`src/rtl/memwb_pkg.sv`:
```
// Shared definitions for the MEM/WB pipeline register: write-back control bit
// positions and the packed entry layout carried through the skid buffer.
package memwb_pkg;

  localparam int WB_CTRL_W    = 2;
  localparam int WB_REG_WRITE = 1;
  localparam int WB_MEM_TO_REG = 0;

  localparam int MEMWB_XLEN = 64;
  localparam int MEMWB_RA_W = 5;

  typedef struct packed {
    logic [MEMWB_XLEN-1:0] dm_data;
    logic [MEMWB_XLEN-1:0] alu_result;
    logic [MEMWB_RA_W-1:0] rd;
    logic [WB_CTRL_W-1:0]  wb_ctrl;
  } memwb_entry_t;

  // Flat payload width for an entry of arbitrary XLEN/RA_W, same field order as memwb_entry_t.
  function automatic int entry_width(input int xlen, input int ra_w);
    return 2 * xlen + ra_w + WB_CTRL_W;
  endfunction

endpackage

```
`src/rtl/memwb_pipe_reg_skid.sv`:
```
// Generic one-entry skid buffer: a main slot driving the outputs plus a skid
// slot that absorbs the entry accepted in the first back-pressured cycle.
module pipe_skid_buf #(
  parameter int WIDTH = 8
) (
  input  logic             clk,
  input  logic             rst_n,
  input  logic             flush,
  input  logic             in_valid,
  output logic             in_ready,
  input  logic [WIDTH-1:0] in_data,
  output logic             out_valid,
  input  logic             out_ready,
  output logic [WIDTH-1:0] out_data
);

  logic             main_valid_reg;
  logic             skid_valid_reg;
  logic [WIDTH-1:0] main_data_reg;
  logic [WIDTH-1:0] skid_data_reg;

  logic accept;
  logic transfer;

  assign in_ready  = !skid_valid_reg;
  assign out_valid = main_valid_reg;
  assign out_data  = main_data_reg;
  assign accept    = in_valid && !skid_valid_reg;
  assign transfer  = main_valid_reg && out_ready;

  always_ff @(posedge clk) begin
    if (!rst_n) begin
      main_valid_reg <= 1'b0;
      skid_valid_reg <= 1'b0;
      main_data_reg  <= '0;
      skid_data_reg  <= '0;
    end else if (flush) begin
      // Payloads are left stale; only the valid bits matter after a flush.
      main_valid_reg <= 1'b0;
      skid_valid_reg <= 1'b0;
    end else if (!main_valid_reg || transfer) begin
      // A valid skid implies in_ready=0, so no accept can collide with the drain.
      if (skid_valid_reg) begin
        main_data_reg  <= skid_data_reg;
        main_valid_reg <= 1'b1;
        skid_valid_reg <= 1'b0;
      end else if (accept) begin
        main_data_reg  <= in_data;
        main_valid_reg <= 1'b1;
      end else begin
        main_valid_reg <= 1'b0;
      end
    end else if (accept) begin
      skid_data_reg  <= in_data;
      skid_valid_reg <= 1'b1;
    end
  end

endmodule

```
`src/rtl/memwb_pipe_reg.sv`:
```
// MEM/WB pipeline register with valid/ready flow control, flush, write-back
// data mux, x0-gated register-file write enable and a saturating stall counter.
module memwb_pipe_reg
  import memwb_pkg::*;
#(
  parameter int XLEN  = 64,
  parameter int RA_W  = 5,
  parameter int CNT_W = 32
) (
  input  logic                 clk,
  input  logic                 rst_n,
  input  logic                 flush,
  input  logic                 in_valid,
  output logic                 in_ready,
  input  logic [XLEN-1:0]      dm_data_in,
  input  logic [XLEN-1:0]      alu_result_in,
  input  logic [RA_W-1:0]      rd_in,
  input  logic [WB_CTRL_W-1:0] wb_ctrl_in,
  output logic                 out_valid,
  input  logic                 out_ready,
  output logic [XLEN-1:0]      dm_data_out,
  output logic [XLEN-1:0]      alu_result_out,
  output logic [RA_W-1:0]      rd_out,
  output logic [WB_CTRL_W-1:0] wb_ctrl_out,
  output logic [XLEN-1:0]      wb_data_out,
  output logic                 rf_we_out,
  output logic [CNT_W-1:0]     stall_cnt
);

  localparam int ENTRY_W = entry_width(XLEN, RA_W);

  logic [ENTRY_W-1:0] in_entry;
  logic [ENTRY_W-1:0] out_entry;
  logic [CNT_W-1:0]   stall_cnt_reg;
  logic [CNT_W-1:0]   stall_cnt_next;

  assign in_entry = {dm_data_in, alu_result_in, rd_in, wb_ctrl_in};
  assign {dm_data_out, alu_result_out, rd_out, wb_ctrl_out} = out_entry;

  pipe_skid_buf #(
    .WIDTH(ENTRY_W)
  ) u_skid (
    .clk      (clk),
    .rst_n    (rst_n),
    .flush    (flush),
    .in_valid (in_valid),
    .in_ready (in_ready),
    .in_data  (in_entry),
    .out_valid(out_valid),
    .out_ready(out_ready),
    .out_data (out_entry)
  );

  assign wb_data_out = wb_ctrl_out[WB_MEM_TO_REG] ? dm_data_out : alu_result_out;
  // x0 is hardwired to zero, so a write to it is never enabled.
  assign rf_we_out   = out_valid && wb_ctrl_out[WB_REG_WRITE] && (rd_out != '0);

  always_comb begin
    stall_cnt_next = stall_cnt_reg;
    if (out_valid && !out_ready && (stall_cnt_reg != {CNT_W{1'b1}})) begin
      stall_cnt_next = stall_cnt_reg + 1'b1;
    end
  end

  // Flush deliberately leaves the counter alone; only reset clears it.
  always_ff @(posedge clk) begin
    if (!rst_n) begin
      stall_cnt_reg <= '0;
    end else begin
      stall_cnt_reg <= stall_cnt_next;
    end
  end

  assign stall_cnt = stall_cnt_reg;

endmodule
```
`config.mk`:
```
export PLATFORM = sky130hd
export DESIGN_NAME = memwb_pipe_reg
export DESIGN_NICKNAME = d
export VERILOG_FILES = /design/src/rtl/memwb_pkg.sv /design/src/rtl/memwb_pipe_reg_skid.sv /design/src/rtl/memwb_pipe_reg.sv
export SDC_FILE = /design/constraint.sdc
export NUM_CORES = 1
export LEC_CHECK = 0
export ABC_AREA = 1
export CORE_MARGIN = 8
export CORE_UTILIZATION = 52
export DETAILED_ROUTE_END_ITERATION = 6
export PLACE_DENSITY = 0.92
export SLEW_MARGIN = 20
export SYNTH_ARGS = -nofsm -noshare
export SYNTH_HDL_FRONTEND = slang
export SYNTH_SLANG_ARGS = --single-unit
```
`constraint.sdc`:
```
create_clock -name clk -period 3.6 [get_ports clk]
set_clock_uncertainty 0.15 [all_clocks]
set_input_delay 0.36 -clock clk [delete_from_list [all_inputs] [get_ports clk]]
set_output_delay 0.36 -clock clk [all_outputs]
set_load 0.02 [all_outputs]
```
==> summary by stage, run 1 <==
Outcome
The flow ran to the end, and the final reports show no timing, DRC or antenna violations.

Global routing
Summed over all layers, the global routing overflow is 0. The number of antenna violations at the first check in global routing is 7. The first global-routing pass estimated 71300 um of wire. The via count of the first global-routing pass is 13939.

The overall track demand over capacity in global routing is 27.0%. The maximum number of pins on one net before global-route repair is 269.

Critical path
The worst path arrival time is 2.47 ns. The type of element launching the critical path is a flop. The cell depth of the worst flop-to-flop path is 7. The required arrival time at the worst endpoint is 3.09 ns. The signal on the critical path passes through buf_12 -> nand2_1 -> o21ai_0 -> clkdlybuf4s50_1. The largest fanout on the critical path is between 70 and 80.

The worst setup path is captured at an output port. On the worst path, the slowest cell contributes a delay of around 0.68 ns. The cell type of the slowest stage on the worst timing path is sky130_fd_sc_hd__clkdlybuf4s50_1.

The kind of critical path is flop to output port.

Clock tree
The clock-pin slew on the worst setup and hold paths is 0.06 ns. The number of gates resized after CTS was 0. The clock latency on the worst-skew pair is 0.56 ns. The clock buffer count from CTS is 30. The clock passes through at most 3 buffers. The CTS sink count is between 300 and 400. The post-CTS setup-driven buffer insertion count is 0. The CTS tree is built. The tree is rooted in a sky130_fd_sc_hd__clkbuf_16.

The H-tree depth is 1. In this run, post-CTS hold repair placed 0 buffers.

Logic synthesis
The share of Yosys cell area claimed by the top area cell type is about 44%. Synthesis produced a netlist whose cell count is 1906. For this run, the leading register cell type out of synthesis is sky130_fd_sc_hd__dfxtp_1. The sequential-to-total area share from yosys stat is 44.4%. The total number of yosys warnings is 0. The mean instance size in the synthesized netlist is 7.19 sq um.

Yosys instantiated no cell more often than sky130_fd_sc_hd__nand2_1. The post-synthesis cell type count is 34. Yosys attributes the largest share of cell area to sky130_fd_sc_hd__dfxtp_1, sky130_fd_sc_hd__o21ai_0, sky130_fd_sc_hd__nand2_1. The synthesized design contains 0 enable-type register cells. The flop and latch count out of synthesis is 304. The net count of the mapped netlist is just over 2000. The fraction of synthesis flops using an asynchronous set or reset pin is 0%. By count the netlist is led by sky130_fd_sc_hd__nand2_1, sky130_fd_sc_hd__dfxtp_1, sky130_fd_sc_hd__o21ai_0, sky130_fd_sc_hd__inv_1, sky130_fd_sc_hd__a21oi_1. The synthesized design spends more area on one cell type than any other, namely sky130_fd_sc_hd__dfxtp_1. The cell area that synthesis handed to floorplanning was 13700 sq um.

Die
The die area is 31800 sq um. The number of cell rows is 59. The placeable core region is 26000 sq um. For this design the top-level I/O count stands at 374. The overall die width is 178 um. The die boundary height is 178 um. The initial core utilization is 52.8%.

Placement
In this run the tool buffered the top-level ports with 373 buffer cells. The routability-driven placement congestion ratio is 0.890. The wire-length estimate of the detail-placed layout is 31100 um.

Route
In the final routed layout, each cell accounts on average for 18.1 um. The post-detailed-route via-to-cell ratio is 5.68. The first-pass iteration count of the detailed router is 5. The detailed router placed ~14000 vias in this run.

The detailed-route wire length is 45900 um. The number of remaining DRC errors is 0. The number of antenna-violating nets in the routed design is 0. The detailed router finished its first iteration with 1465 violations.

Job
The max-capacitance violation count is 0.

Power and ir drop
The analysis attributes to cell leakage a power of 7.01 nW. Across the VDD grid, the largest voltage drop is 0.391 mV. The total power divided by cell area is about 430 nW/um^2.

Final layout
Fill cells in the final layout number 1893. The fraction of final layout cells with drive strength greater than 1 is 4.76%. The area added between synthesis and finish is 34.3%. In the final design database the tool counted 2322 nets. Once layout is complete, the utilization of the core stands at 70.9%.

Worst hold path
The worst min-delay path category is input port to flop. Along the worst hold path, the cell count comes to 3.

Timing
Setup repair after global routing left no endpoint under its margin. The portion of the clock cycle consumed by the worst path in the final layout is between 80% and 90%. For the pin with the worst max-slew slack, the measured transition is 1.13 ns. Headroom to the max-slew limit came out at between 20% and 30%. The total count of max-transition violations in the final report was 0. The clock period minus worst slack is 2.98 ns.

Setup violations remaining at the end of the flow were counted as 0. The summed negative setup slack over all endpoints is 0 ns. The number of hold violations in the final report was 0. The highest clock frequency the design can meet is 336 MHz.
[final timing paths]
kind	slack (ns)	startpoint	end
max	0.62	u_skid.out_data[0]	wb_data_out[35]
min	0.21	dm_data_in[34]	u_skid.skid_data_reg[105]
max reg2reg	1.26	u_skid.out_valid	u_skid.skid_data_reg[40]
min reg2reg	0.33	u_skid.out_data[122]	u_skid.out_data[122]
[per-stage QoR]
step / hold slack (ns) / cells / area, sq um / worst slack (ns) / power, mW
after CTS: 0.190 / 2539 / 18400 / 0.597 / 7.89
after floorplan: 0.305 / 1906 / 13700 / 1.60 / 4.16
after global placement: 0.311 / 2484 / 17400 / 1.02 / 4.71
after detailed placement: 0.322 / 2484 / 17400 / 0.886 / 4.74
final: 0.206 / 2543 / 18400 / 0.624 / 7.85
after global routing: 0.197 / 2543 / 18400 / 0.464 / 8.13
[layer usage]
metal  vias to the layer above  wire (um)  global-route usage [%]  part of all wire [%]
li1                       6845          -                       -                     -
met1                      6771      17300                    31.6                    38
met2                       674      22200                    46.2                    48
met3                       142       4380                    6.50                   9.5
met4                         6       1980                    12.6                   4.3
met5                         -         36                       0                 0.078
[cell type report]
class	instances	area (sq um)	share of cell area, %
diodes	4	10.0	0.0543
repair buffers	390	3930	21.4
flip-flops and latches	304	6090	33.1
inverters	238	901	4.89
clock inverters	12	130	0.707
clock buffers	43	870	4.72
well taps	335	419	2.28
multi-input cells	1217	6060	32.9
[placed cells by master (no fill, tap or decap), drive strengths merged]
| cell | count |
|---|---|
| a31oi | 2 |
| clkdlybuf4s50 | 372 |
| diode | 4 |
| inv | 238 |
| clkinv | 8 |
| xor2 | 4 |
| xnor2 | 2 |
| dfxtp | 304 |
| nor3 | 8 |
| nand3 | 93 |
| buf | 18 |
| nand4 | 11 |
| nand3b | 3 |
| a21oi | 218 |
| clkbuf | 43 |
| a211oi | 134 |
| nor3b | 1 |
| nor2 | 154 |
| clkinvlp | 2 |
| nand2 | 317 |
| o311ai | 1 |
| bufinv | 2 |
| ha | 1 |
| o21ai | 268 |
[critical path, delay by kind of cell, from the launching register on]
family	cells	cell delay (ns)
and+or+nand+nor	1	0.07
buffers and inverters	2	0.99
DFF	1	0.66
AOI/OAI and AO/OA	1	0.14
[power breakdown]
group          internal (mW)  switching [mW]  total, mW  leakage [nW]
clock                   1.82            1.35       3.17         0.490
combinational          0.506           0.613       1.12          4.05
sequential              3.48          0.0878       3.56          2.47
total                   5.80            2.05       7.85          7.01
[logic make-up (layout without fill, tap and decap cells)]
family                   Yosys count  count (layout)  share of synthesized area (%)
AO/OA/AOI/OAI                    623             623                           25.4
XOR/XNOR                           6               6                          0.383
adder cells (fa/ha/maj)            1               1                         0.0912
buffers and inverters            385             683                           11.6
flip-flops                       304             304                           44.4
other                              0               4                              0
AND/OR/NAND/NOR                  587             587                           18.2
Power figures use the tool's default switching activity.
==> run 2: changes to the inputs <==
--- a/config.mk
+++ b/config.mk
@@ -7,9 +7,9 @@
 export LEC_CHECK = 0
 export ABC_AREA = 1
 export CORE_MARGIN = 8
-export CORE_UTILIZATION = 52
+export CORE_UTILIZATION = 49
 export DETAILED_ROUTE_END_ITERATION = 6
-export PLACE_DENSITY = 0.92
+export PLACE_DENSITY = 0.88
 export SLEW_MARGIN = 20
 export SYNTH_ARGS = -nofsm -noshare
 export SYNTH_HDL_FRONTEND = slang
==> constraint.sdc (replaced) <==
create_clock -name clk -period 2.8 [get_ports clk]
set_clock_uncertainty 0.15 [all_clocks]
set_input_delay 0.28 -clock clk [delete_from_list [all_inputs] [get_ports clk]]
set_output_delay 0.28 -clock clk [all_outputs]
set_load 0.02 [all_outputs]
==> run 2 against run 1 <==
  * Critical path depth shrank 1
  * Core utilization down 3.7 points
  * Clock-buffer cell count down 1
  * Sequential power rose by 29%
  * Critical endpoint is now wb_data_out[42]
==> summary by stage, run 2 (synthesis results as in run 1) <==
Global routing
The maximum number of pins on one net before global-route repair is around 170. The first global-routing pass estimated 71000 um of wire. The global-route congestion overflow total is 0.

The overall track demand over capacity in global routing is between 20% and 30%. The number of antenna violations at the first check in global routing is 5. The via count of the first global-routing pass came to 13687.

Job
Across the run, the number of max-cap violations was 0.

Clock tree
The maximum root-to-sink buffer count is 3. The CTS tree is built. In this run, CTS created clock tree buffers numbering 31. The H-tree depth is 1. After clock tree synthesis, the repair step resized 0 gates.

The post-CTS setup-driven buffer insertion count is 0. The number of hold buffers added after CTS was 0. The CTS sink count is approximately 300. The clock root buffer is sky130_fd_sc_hd__clkbuf_16. The clock-pin slew on the worst setup and hold paths is 0.06 ns. For the worst-skew pair, the clock arrives at the later sink with an insertion delay of about 0.55 ns.

Placement
Routability-driven placement finished with a final weighted congestion of 0.892. The placed instances occupy a cell area of 17600 sq um. Prior to clock tree synthesis, the placed netlist has a worst setup slack of roughly 0.37 ns. The number of buffers inserted by port buffering is 373. Once detailed placement completed, the half-perimeter wirelength came to 31200 um.

Timing
The total count of max-transition violations in the final report came to 0. The minimum hold slack is 0.125 ns. For the pin with the worst max-slew slack, the measured transition is approximately 0.85 ns.

The summed negative setup slack over all endpoints is 0 ns. The worst path needs 2.68 ns of the cycle, external delays included. The number of hold violations in the final report is 0. Setup violations remaining at the end of the flow were counted as 0. Headroom to the max-slew limit came out at 43.6%. The portion of the clock cycle consumed by the worst path in the final layout is between 90 and 100%. Across all setup checks in the final design, the least slack found is 0.119 ns. Setup repair after global routing left no endpoint under its margin. The highest clock frequency the design can meet is 373 MHz.

Critical path
The type of element launching the critical path is a flop. The slowest stage of the critical path is the sky130_fd_sc_hd__clkdlybuf4s50_1 cell. STA classifies the critical path endpoint as an output port.

The maximum cell stage delay along the critical path is 0.68 ns. The largest fanout on the critical path is 45. The critical path goes through buf_12 -> o21ai_0 -> clkdlybuf4s50_1. The required arrival time at the worst endpoint is approximately 2.4 ns. The worst path arrival time is around 2.3 ns. The kind of critical path is flop to output port.

Power and ir drop
The leakage component of the power is 7.08 nW. The total power divided by cell area is 553 nW/um^2. IR analysis of the VDD net gives a maximum drop of 0.390 mV.

The overall power is between 10 and 15 mW.

Die
The placeable core region is 27700 sq um. For this configuration, the core starts out at a cell density of 49.5%. The die is ~180 um tall.

The die covers ~34000 sq um. The floorplan step set the die width to 183 um. The floorplan has 61 rows. In this run the count of I/O pins placed on the die edge is 374.

Route
The total via count after detailed routing is 14189. Dividing the detail-routed wire length by the instance count gives about 18 um. The number of remaining DRC errors is 0. The post-detailed-route via-to-cell ratio is roughly 5.5. The number of antenna-violating nets in the routed design is 0. The number of design-rule violations left by the first detailed-router iteration is 1091.

The first detailed-routing pass took 7 iterations. The detailed-route wire length is 45600 um.

Final layout
After filler insertion, the fill cell instance count of the layout stands at between 2000 and 2500. Cells with a size suffix above 1 make up 4.90% of the layout. Summing all non-filler instances in the final layout gives an area of 18600 sq um. At the end of the flow, the number of nets in the layout was 2325.

The area added between synthesis and finish is 35.8%. The commonest non-fill, non-tap cell in the layout is sky130_fd_sc_hd__clkdlybuf4s50_1. In the layout the commonest cells are sky130_fd_sc_hd__clkdlybuf4s50_1, sky130_fd_sc_hd__nand2_1, sky130_fd_sc_hd__dfxtp_1, sky130_fd_sc_hd__o21ai_0, sky130_fd_sc_hd__inv_1.

Worst hold path
The worst min-delay path category is input port to flop.

Outcome
The run finished with clean final reports.
## run 2: changes by cell type in the layout (fill, tap and decap cells not counted), sizes merged
cell      previous run  this run
buf                 18        20
bufinv               2         4
clkbuf              43        42
clkinv               8         7
clkinvlp             2         1
## run 2: per-stage QoR
| stage | util (%) | std cells |
|---|---|---|
| after floorplan | - | 1906 |
| after global placement | 63.4 | 2529 |
| after detailed placement | 63.4 | 2529 |
| after CTS | 67.2 | 2583 |
| after global routing | 67.2 | 2587 |
| final | 67.2 | 2587 |
## run 2: final cells by class
class	instances	area [sq um]	share of cell area [%]
multi-input cells	1217	6060	32.5
clock inverters	12	163	0.873
clock buffers	42	887	4.76
repair buffers	392	4040	21.7
flip-flops and latches	304	6090	32.7
diodes	4	10.0	0.0537
inverters	238	901	4.84
well taps	378	473	2.54
## run 2: final timing paths
| check | startpoint | endpoint | slack [ns] | cells past startpoint |
|---|---|---|---|---|
| setup / recovery | u_skid.out_data[0] | wb_data_out[42] | 0.12 | 3 |
| hold / removal | rst_n | u_skid.out_data[85] | 0.13 | 4 |
| setup reg to reg | stall_cnt[0] | stall_cnt[28] | 0.55 | 10 |
| hold reg to reg | u_skid.out_data[54] | u_skid.out_data[54] | 0.33 | 2 |
## run 2: metal layers
layer / share of wire, % / global-route usage [%] / vias to the layer above
met5: 0.029 / 0 / -
li1: - / - / 6858
met2: 48 / 42.8 / 584
met4: 5.0 / 12.4 / 2
met1: 40 / 29.9 / 6615
met3: 7.5 / 5.64 / 130
## run 2: where the power goes
| part | leakage [nW] | internal [mW] | switching [mW] |
|---|---|---|---|
| logic | 4.09 | 0.660 | 0.786 |
| registers | 2.47 | 4.47 | 0.109 |
| clock network | 0.521 | 2.56 | 1.71 |
| total | 7.08 | 7.69 | 2.61 |
## run 2: worst max-delay path, delay by kind of cell (launching register included)
kind                   cells  cell delay (ns)
AOI/OAI and AO/OA          1             0.36
buffers and inverters      2             0.87
DFF                        1             0.42
==> run 3: changes to the inputs <==
--- a/config.mk
+++ b/config.mk
@@ -6,11 +6,11 @@
 export NUM_CORES = 1
 export LEC_CHECK = 0
 export ABC_AREA = 1
-export CORE_MARGIN = 8
+export CORE_MARGIN = 3
 export CORE_UTILIZATION = 49
 export DETAILED_ROUTE_END_ITERATION = 6
 export PLACE_DENSITY = 0.88
-export SLEW_MARGIN = 20
+export SLEW_MARGIN = 5
 export SYNTH_ARGS = -nofsm -noshare
 export SYNTH_HDL_FRONTEND = slang
 export SYNTH_SLANG_ARGS = --single-unit
==> run 3 against run 2 <==
  * Highest routed layer unchanged
  * Clock power grew 4%
  * First-iteration DRC count is 22% higher
  * Cell area increased by 0.55%
  * Hold slack better by 0.0049 ns
  * Wire length fell by 4.5%
  * Setup slack gained 0.072 ns
==> summary by stage, run 3 (synthesis results as in run 1) <==
Outcome
The run finished with clean final reports.

Placement
The worst-case setup slack after placement is 0.409 ns. Summing all placed instances gives a cell area of 17600 sq um. The wire-length estimate of the detail-placed layout is 29200 um. In this run, placement finished with an instance count of 2532.

The number of buffers inserted by port buffering is 373. The routability-driven placement congestion ratio is 0.893.

Final layout
The finished layout holds 2592 standard cells, fillers aside. The post-route netlist has 5.41% of its cells at a drive strength greater than 1. In the layout the commonest cells are sky130_fd_sc_hd__clkdlybuf4s50_1, sky130_fd_sc_hd__nand2_1, sky130_fd_sc_hd__dfxtp_1, sky130_fd_sc_hd__o21ai_0, sky130_fd_sc_hd__inv_1. After filler insertion, the fill cell instance count of the layout stands at 2105.

The cell area after layout is 18700 sq um. The commonest non-fill, non-tap cell in the layout is sky130_fd_sc_hd__clkdlybuf4s50_1. The area added between synthesis and finish is 36.6%. In the final design database the tool counted about 2300 nets.

Clock tree
The clock buffer count from CTS is 34. After clock tree synthesis, the clock-pin slew on the worst setup and hold paths is 0.06 ns. TritonCTS built the clock tree. The H-tree was split into 2 levels.

The tree built by TritonCTS fans out to 304 sinks. The clock root buffer is sky130_fd_sc_hd__clkbuf_16. The number of hold-repair buffers added at the cts stage is 0. No sink is reached through more buffers than the 3 on the longest clock path. For the worst-skew pair, the clock arrives at the later sink with an insertion delay of 0.50 ns.

The number of gates given a new drive strength after cts is 0. The post-CTS setup-driven buffer insertion count is 0.

Critical path
In this run the critical register-to-register path is launched from stall_cnt[0]. The cell type of the slowest stage on the worst timing path is sky130_fd_sc_hd__clkdlybuf4s50_1. For the worst setup path, the data required time is about 2.4 ns. The worst path arrival time is 2.18 ns. STA classifies the critical path startpoint as a flop. The critical path goes through buf_12 -> nand2_1 -> o21ai_0 -> clkdlybuf4s50_1. Along the worst path, the maximum fanout reaches 130. The kind of critical path is flop to output port.

The critical path capture point type is an output port. The critical path starts at u_skid.out_data[0]. In this design, the stage delay of the slowest critical-path cell is 0.65 ns.

Power and ir drop
The combinational share of power is 13.8%. The overall power is 10.5 mW. The part of the power in registers is 43.7%. For this design the static power due to leakage is 7.14 nW. Dividing total power by cell area gives a power density of 559 nW/um^2.

Of the total power, the share spent switching nets is 25.8%. The clock network fraction of design power is 42.5%. IR analysis of the VDD net gives a maximum drop of approximately 0.42 mV. The total net switching power is approximately 2.7 mW.

The cell-internal power is 7.78 mW.

Timing
The number of hold violations in the final report is 0. In the post-route analysis, the smallest setup slack over all paths is 0.192 ns. In this run the tightest slew margin relative to its limit is between 40% and 50%. The highest clock frequency the design can meet is 383 MHz. The summed negative setup slack over all endpoints is 0 ns. Setup repair after global routing left no endpoint under its margin.

Subtracting the final worst setup slack from the clock period gives 2.61 ns. The total setup violations reported at the end of the flow is 0. The portion of the clock cycle consumed by the worst path in the final layout is 93.2%. The total count of max-transition violations in the final report was 0.

For the pin with the worst max-slew slack, the measured transition is approximately 0.87 ns.

Global routing
The number of antenna violations at the first check in global routing is 2. In the global route stage, overall resource usage came out at 27.3%. The via count of the first global-routing pass is 13657. The global-route congestion overflow total is 0.

The maximum number of pins on one net before global-route repair is 157. The first global-routing pass estimated around 70000 um of wire.

Route
The total via count after detailed routing is 14146. The first-pass iteration count of the detailed router is 6. The number of design-rule violations left by the first detailed-router iteration is about 1300. The detail route stage leaves a number of antenna-violating nets equal to 0. In the final routed layout, each cell accounts on average for approximately 17 um. After detailed routing, the total wire length is 43500 um. The number of remaining DRC errors is 0. The post-detailed-route via-to-cell ratio is 5.46.

Worst hold path
The worst min-delay path startpoint is rst_n. The worst hold path belongs to the class input port to flop.

Die
The die boundary height is 173 um. The number of I/O pins is 374. The floorplan step defined a die boundary enclosing 30000 sq um.

The number of cell rows is 60. The placeable core region is 27300 sq um. In this run the horizontal extent of the chip is between 150 and 200 um.

The initial utilization of the core area, before any placement, comes to around half.

Job
Across the run, the number of max-cap violations was 0.
-- run 3: layout make-up --
type / count / area [sq um] / area share (%)
Tap cell: 372 / 465 / 2.49
Antenna cell: 1 / 2.50 / 0.0134
Inverter: 238 / 901 / 4.81
Clock inverter: 15 / 184 / 0.982
Clock buffer: 44 / 928 / 4.96
Multi-Input combinational cell: 1217 / 6060 / 32.4
Timing Repair Buffer: 401 / 4090 / 21.8
Sequential cell: 304 / 6090 / 32.5
-- run 3: through the flow --
stage	utilization, %	hold WS (ns)
final	68.7	0.130
after global routing	68.7	0.145
after CTS	68.7	0.114
after detailed placement	64.6	0.317
after global placement	64.6	0.316
after floorplan	-	0.273
-- run 3: worst max-delay path: cells and delay by family (launching register included) --
family,cells,cell delay [ns]
simple gates,1,0.12
buf+inv,2,1.01
compound gates,1,0.13
flops,1,0.35
-- run 3: path summary, 6_finish.rpt --
path / slack [ns] / cells after the start / endpoint
min: 0.13 / 3 / u_skid.out_data[80]
max: 0.19 / 4 / wb_data_out[23]
min reg2reg: 0.33 / 2 / u_skid.out_data[50]
max reg2reg: 0.58 / 10 / stall_cnt[28]
-- run 3: power groups by stage --
stage / sequential, mW / combinational, mW / clock (mW)
finish: 4.57 / 1.45 / 4.45
global route: 4.59 / 1.55 / 4.70
CTS: 4.57 / 1.45 / 4.52
detailed placement: 4.67 / 1.44 / 0
global placement: 4.66 / 1.40 / 0
floorplan: 4.79 / 0.566 / 0
-- run 3: metal layers --
layer | vias up | part of all wire, % | GRT usage [%]
li1 | 6877 | - | -
met1 | 6571 | 41 | 34.4
met2 | 581 | 47 | 45.8
met5 | - | 0.030 | 0
met4 | 2 | 4.3 | 12.0
met3 | 115 | 7.0 | 4.91
